--- config.mk ---
export PLATFORM = sky130hd
export DESIGN_NAME = fetch_stage
export DESIGN_NICKNAME = d
export VERILOG_FILES = /design/src/rtl/fetch_stage_pkg.sv /design/src/rtl/fetch_stage_ifid_reg.sv /design/src/rtl/fetch_stage.sv
export SDC_FILE = /design/constraint.sdc
export NUM_CORES = 1
export LEC_CHECK = 0
export BUFFER_PORTS_ARGS = -buffer_cell sky130_fd_sc_hd__buf_4
export CAP_MARGIN = 20
export CELL_PAD_IN_SITES_DETAIL_PLACEMENT = 0
export CELL_PAD_IN_SITES_GLOBAL_PLACEMENT = 2
export CORE_ASPECT_RATIO = 1.4
export CORE_UTILIZATION = 29
export DETAILED_ROUTE_END_ITERATION = 16
export HOLD_SLACK_MARGIN = 0.12
export PLACE_DENSITY_LB_ADDON = 0.1
export SLEW_MARGIN = 20
export SYNTH_ARGS = -nofsm -noshare
export SYNTH_HDL_FRONTEND = slang
export SYNTH_SLANG_ARGS = --single-unit
export TNS_END_PERCENT = 100
--- constraint.sdc ---
create_clock -name clk -period 3 [get_ports clk]
set_input_delay 0.15 -clock clk [delete_from_list [all_inputs] [get_ports clk]]
set_output_delay 0.15 -clock clk [all_outputs]
set_load 0.005 [all_outputs]
--- src/rtl/fetch_stage_pkg.sv ---
// Shared definitions for the instruction fetch stage.
//   NOP_INST     canonical bubble instruction (addi x0,x0,0)
//   EBREAK_INST  / ECALL_INST  encodings that stop fetching
//   PC_INC       sequential PC step in bytes
//   fetch_state_e  fetch state machine encoding
package fetch_stage_pkg;

   localparam logic [31:0] NOP_INST    = 32'h0000_0013;
   localparam logic [31:0] EBREAK_INST = 32'h0010_0073;
   localparam logic [31:0] ECALL_INST  = 32'h0000_0073;
   localparam logic [31:0] PC_INC      = 32'd4;

   typedef enum logic {
      RUN  = 1'b0,
      HALT = 1'b1
   } fetch_state_e;

   function automatic logic is_halt_inst(input logic [31:0] inst);
      return (inst == EBREAK_INST) || (inst == ECALL_INST);
   endfunction

endpackage

--- src/rtl/fetch_stage_ifid_reg.sv ---
// IF/ID pipeline register.
// Ports:
//   clk, rst              clock, synchronous active-high reset
//   load                  capture next_pc/next_pc4/next_inst as a valid entry
//   flush                 replace contents with an invalid NOP bubble
//   hold                  keep current contents
//   next_pc, next_pc4, next_inst   fetched entry to capture
//   valid, pc, pc4, inst  register contents
// Priority: rst > flush > hold > load; with no control asserted the
// contents are kept.
module ifid_reg
   import fetch_stage_pkg::*;
(
   input  logic        clk,
   input  logic        rst,
   input  logic        load,
   input  logic        flush,
   input  logic        hold,
   input  logic [31:0] next_pc,
   input  logic [31:0] next_pc4,
   input  logic [31:0] next_inst,
   output logic        valid,
   output logic [31:0] pc,
   output logic [31:0] pc4,
   output logic [31:0] inst
);

   always_ff @(posedge clk) begin
      if (rst || flush) begin
         valid <= 1'b0;
         pc    <= '0;
         pc4   <= '0;
         inst  <= NOP_INST;
      end else if (!hold && load) begin
         valid <= 1'b1;
         pc    <= next_pc;
         pc4   <= next_pc4;
         inst  <= next_inst;
      end
   end

endmodule

--- src/rtl/fetch_stage.sv ---
// Instruction fetch stage: PC register, RUN/HALT sequencing, IF/ID
// register and fetched-instruction counter.
// Ports:
//   clk, rst                         clock, synchronous active-high reset
//   stall                            hold PC, IF/ID and counter
//   redirect_valid, redirect_target  taken branch/jump (wins over stall)
//   imem_addr, imem_data             word address out, instruction in (combinational)
//   pc                               current fetch PC
//   ifid_valid/pc/pc4/inst           IF/ID register contents
//   halted                           high in HALT
//   fetch_count                      valid instructions latched into IF/ID
//
// state | meaning
// RUN   | fetching sequentially, honouring stall and redirect
// HALT  | ebreak/ecall fetched; PC frozen, bubbles issued until a redirect
module fetch_stage
   import fetch_stage_pkg::*;
#(
   parameter logic [31:0] RESET_PC = 32'h0000_0000,
   parameter int          IMEM_AW  = 8
) (
   input  logic               clk,
   input  logic               rst,
   input  logic               stall,
   input  logic               redirect_valid,
   input  logic [31:0]        redirect_target,
   output logic [IMEM_AW-1:0] imem_addr,
   input  logic [31:0]        imem_data,
   output logic [31:0]        pc,
   output logic               ifid_valid,
   output logic [31:0]        ifid_pc,
   output logic [31:0]        ifid_pc4,
   output logic [31:0]        ifid_inst,
   output logic               halted,
   output logic [31:0]        fetch_count
);

   fetch_state_e state, state_next;
   logic [31:0]  pc_next;
   logic [31:0]  pc_seq;
   logic [31:0]  target_aligned;
   logic         ifid_load, ifid_flush, ifid_hold, count_inc;

   assign pc_seq         = pc + PC_INC;
   assign target_aligned = redirect_target & ~32'h3;
   assign imem_addr      = pc[IMEM_AW+1:2];
   assign halted         = (state == HALT);

   always_ff @(posedge clk) begin
      if (rst) begin
         state       <= RUN;
         pc          <= RESET_PC;
         fetch_count <= '0;
      end else begin
         state <= state_next;
         pc    <= pc_next;
         if (count_inc) fetch_count <= fetch_count + 32'd1;
      end
   end

   always_comb begin
      state_next = state;
      pc_next    = pc;
      ifid_load  = 1'b0;
      ifid_flush = 1'b0;
      ifid_hold  = 1'b0;
      count_inc  = 1'b0;
      unique case (state)
         RUN: begin
            if (redirect_valid) begin
               pc_next    = target_aligned;
               ifid_flush = 1'b1;
            end else if (stall) begin
               ifid_hold = 1'b1;
            end else begin
               pc_next   = pc_seq;
               ifid_load = 1'b1;
               count_inc = 1'b1;
               // The halting word is still delivered downstream as a valid entry.
               if (is_halt_inst(imem_data)) state_next = HALT;
            end
         end
         HALT: begin
            ifid_flush = 1'b1;
            // The halting instruction was on a wrong path; resume at the target.
            if (redirect_valid) begin
               pc_next    = target_aligned;
               state_next = RUN;
            end
         end
         default: state_next = RUN;
      endcase
   end

   ifid_reg u_ifid_reg (
      .clk       (clk),
      .rst       (rst),
      .load      (ifid_load),
      .flush     (ifid_flush),
      .hold      (ifid_hold),
      .next_pc   (pc),
      .next_pc4  (pc_seq),
      .next_inst (imem_data),
      .valid     (ifid_valid),
      .pc        (ifid_pc),
      .pc4       (ifid_pc4),
      .inst      (ifid_inst)
   );

endmodule

### After elaboration in Yosys (flattened, before gate mapping)

Cells that the tools add are included.

* output and inout bits: 170
* bits in writable memories: 0
* memories kept: 0
* logic and storage cells: 36
* memory bits (read-only): 0
* bits in latches: 0
* bits in registers: 162
* input port bits: 68

* bitwise operators: 1
* shift operators: 0
* multipliers: 0
* eq/ne operators: 4
* order comparisons: 0
* mux-type cells: 17
* add/sub/neg operators: 2
* div/mod/pow operators: 0
* reduce and logical (&&, ||, !) cells: 5

Operators with widths (count)
* two-way mux 32 bit: 3
* case mux 32 bit (2 select lines): 1
* adder 32 x 1 -> 32 bit, second input constant: 1
* adder 32 x 3 -> 32 bit, second input constant: 1
* == test 32 x 21 -> 1 bit, second input constant: 1
* == test 32 x 7 -> 1 bit, second input constant: 1
* two-way mux 1 bit: 11
* case mux 1 bit (2 select lines): 2
* inequality test 3 bit, second input constant: 1
* logical OR 1 bit: 2
* inequality test 2 bit, second input constant: 1
* AND reduction 2 bit: 1
* logical AND 1 bit: 1
* logical NOT 1 bit: 1
* inverter 1 bit: 1

### Logic depth before layout (Yosys ltp)

* depth in word-level cells: 6
* gate-level depth with buffers: 8
* mapped depth without buffers: 6

### Modules after synthesis

From an unflattened synthesis, not the netlist that was laid out.

* cell total of the unflattened synthesis: 937
* area, all modules: 7617.3 µm²

By module, submodules not included
* fetch_stage: cells each 513, instances 1, sequential area each 1261.2 µm², area each 4025.1 µm²
* ifid_reg: cells each 424, instances 1, sequential area each 1941.9 µm², area each 3592.2 µm²

### Worst setup path after synthesis

OpenSTA, ideal clock, no wires.

* path kind: reg2reg
* from: reg pc[2]
* to: reg pc[26]
* stages on the path, launching flop included: 9
* data arrival time: 1.976 ns
* data required time: 2.866 ns
* path slack: 0.891 ns
* period minus slack after synthesis: 2.109 ns
* cells stage by stage: dfxtp_1 -> ha_1 -> nand3_2 -> or3_1 -> buf_4 -> buf_6 -> nor3_2 -> mux2i_1 -> o22ai_1

* word-level cells in the longest chain between the ends: 4

Ends and longest elaborated chain
* from (decl): RTL line fetch_stage.sv:29 `output logic [31:0] pc,`
* from (signal assigned): RTL line fetch_stage.sv:56 `pc <= pc_next;`
* adder 32 x 3 -> 32 bit: RTL line fetch_stage.sv:44 `assign pc_seq = pc + PC_INC;`
* two-way mux 32 bit: RTL line fetch_stage.sv:73 `end else if (stall) begin`
* two-way mux 32 bit: RTL line fetch_stage.sv:70 `if (redirect_valid) begin`
* case mux 32 bit (2 select lines): RTL line fetch_stage.sv:68 `unique case (state)`

Every way passes these cells. The select of a mux whose other input is x is not followed.
A chain may end at the register's enable or synchronous reset.

### Worst setup path after layout

* from: reg pc[4]
* to: reg pc[28]

The elaborated chain is that of the path after synthesis.

==> metrics.txt <==
outcome=finished clean; Post-synth ARST share=0%; yosys warns=0; quantity of I/O buffers inserted on ports=229; arrival time worst endpoint=3.02 ns; ys flop type=dfxtp_1; Site Rows=67; GRT Residual Overflow=0; slew margin rel.=35.9%; sequential share of the synthesized area=44.4%; CP startpoint kind=flip-flop; chip width=134 µm; Power Total=4.92 mW; worst-margin pin slew=0.962 ns; clk root buf=clkbuf_16; GPL Wtd Cong=0.715; Area contributors post-synth=dfxtp_1, mux2i_1, nor2_1, xnor2_1, a21oi_1; dpl ws=0.562 ns; endpoints failing setup=0; Sw Share=25.6%; Total Nets Final=1140; Max-Cap Viols=0; Peak VDD IR=0.387 mV; area leader, netlist=dfxtp_1; first-pass GRT wire length=35800 µm; post-layout min period=2.70 ns; initial DRC count=230; Mapped Area=7040 µm²; crit path from=pc[4]; H-tree Lvls=4; synth cell count leaders=dfxtp_1, nor2_1, mux2i_1; Final Hold Fails=0; DRT Wirelength=23300 µm; die footprint=24900 µm²; CTS tree=built; Max FO, Critical Path=14; top-area cell type share of the netlist area=44.4%; Int Pwr=3.66 mW; Max Clk Rate=370 MHz; Max Slew Vio Count=0; Setup crit end kind=flip-flop; post-synthesis register bit count=156; dpl hpwl=16100 µm; Gate Count Post-Synth=793; Synth-to-Final Area Change=46.5%; Finished Core Util=43.1%; antenna-violating nets left=0; Die Ht=186 µm; Pleak=4.34 nW; clk buf depth=2; sequential group share of total power=45.0%; drt first pass iters=4; setup ws final=0.297 ns; drt via density=4.74; largest net degree at the start of global routing=77; Worst Reg-to-Reg Cells=6; number of synthesized flops with an enable pin=0; n_diodes=0; r2r startpoint=pc[4]; Synth cell types=45; clk slew on worst S/H paths=0.07 ns; clk_lat worst skew=0.43 ns; final worst path period share=90.1%; clock network power share=43.0%; combinational share of power=12.0%; number of global-route vias before repair=6361; Sink Count=156; Mean Syn Cell Area=8.87 µm²; Starting Density=29.4%; RSZ-0062 raised after global routing=false; clk_skew=0.00827 ns; total CTS buffers=17; Power per Cell Area=477 nW/µm²; final setup TNS=0 ns; reg2reg end=pc[28]; CP endpoint=pc[28]; Hold WC Path Type=in2reg; most numerous cell in the Yosys netlist=dfxtp_1; fraction of layout cells with a size suffix above 1=27.3%; DR WL/cell=16.7 µm; R2R Setup Slk=0.30 ns; total global-route track usage=18.9%; # DRC=0; critical path type=reg2reg; postcts setup bufs=0; WP data required=3.31 ns; number of vias in the routed layout=6607; Psw=1.26 mW; Core Box Area=23900 µm²; Ports=238; initial antenna violation count=0
==> kinds of logic (layout without fill, tap and decap cells) <==
kind of cell | Yosys count | count (layout) | share of synthesized area [%]
other cells | 1 | 6 | 0.0533
mux | 69 | 69 | 9.82
fa+ha+maj | 2 | 2 | 0.356
flops | 156 | 156 | 44.4
simple gates | 311 | 311 | 22.7
buf+inv | 76 | 361 | 5.34
compound gates | 114 | 114 | 9.34
xor+xnor | 64 | 64 | 7.97
==> critical path: stages (launching register included) <==
cell	delay [ns]
dfxtp_1	0.53
nand3_2	0.20
or3_4	0.55
nor4_4	0.37
mux2i_1	0.22
o22ai_1	0.09
dlygate4sd3_1	0.60
==> per-layer routing <==
metal	up-vias	global-route usage (%)	part of all wire [%]
met4	0	6.68	1.8
met1	3108	22.8	44
met3	26	4.58	4.6
li1	3310	-	-
met2	163	32.4	49
met5	-	0	0
==> sequential cells by signal (all words and copies together), names as in the netlist <==
| name | cells |
|---|---|
| pc | 30 |
| fetch_count | 32 |
| u_ifid_reg.pc | 30 |
| u_ifid_reg.valid | 1 |
| u_ifid_reg.inst | 32 |
| halted | 1 |
| u_ifid_reg.pc4 | 30 |
==> placed cells by master, fill, tap and decap left out, types with 17 or more instances in the layout <==
cell type	synthesis	routed
clkbuf_16	0	17
a21oi_1	50	50
mux2i_1	69	69
buf_4	15	247
xnor2_1	44	44
dlygate4sd3_1	0	76
xor2_1	20	20
dfxtp_1	156	156
o21ai_0	30	30
nand4_1	21	21
nand2_1	42	42
nor2_1	130	130
and3_1	18	18
nand3_1	19	19
==> worst min path at each step <==
stage,from,endpoint,slack [ns],depth (start not counted)
final,redirect_valid,pc[9],0.22,3
after global routing,redirect_valid,pc[13],0.23,2
after global placement,imem_data[4],u_ifid_reg.inst[4],0.37,3
after CTS,redirect_valid,pc[9],0.21,3
after detailed placement,imem_data[4],u_ifid_reg.inst[4],0.38,3
after floorplan,imem_data[0],u_ifid_reg.inst[0],0.28,2
==> what timing repair did <==
action	CTS	global route
endpoints found under the hold margin	63	0
resized for setup	0	3
endpoints found under the setup margin	0	3
hold buffers	76	0
==> cell type report <==
cell class / count / area [µm²]
Tap cell: 310 / 388
Inverter: 6 / 22.5
Fill cell: 2465 / 13600
Multi-Input combinational cell: 566 / 3580
Clock buffer: 21 / 460
Timing Repair Buffer: 323 / 2620
Clock inverter: 11 / 113
Sequential cell: 156 / 3120
==> stage by stage <==
step	hold slack, ns	instance area [µm²]	instances
after CTS	0.211	10300	1393
after floorplan	0.275	7050	798
after detailed placement	0.378	8960	1285
after global placement	0.370	8960	1285
after global routing	0.232	10300	1393
final	0.216	10300	1393
==> power by group through the flow <==
stage / registers [mW] / clock network [mW] / logic, mW
global route: 2.22 / 2.27 / 0.650
finish: 2.21 / 2.11 / 0.592
floorplan: 2.24 / 0 / 0.267
global placement: 2.26 / 0 / 0.518
CTS: 2.22 / 2.18 / 0.601
detailed placement: 2.26 / 0 / 0.519
Note: power is estimated with default switching activity, not from simulation.
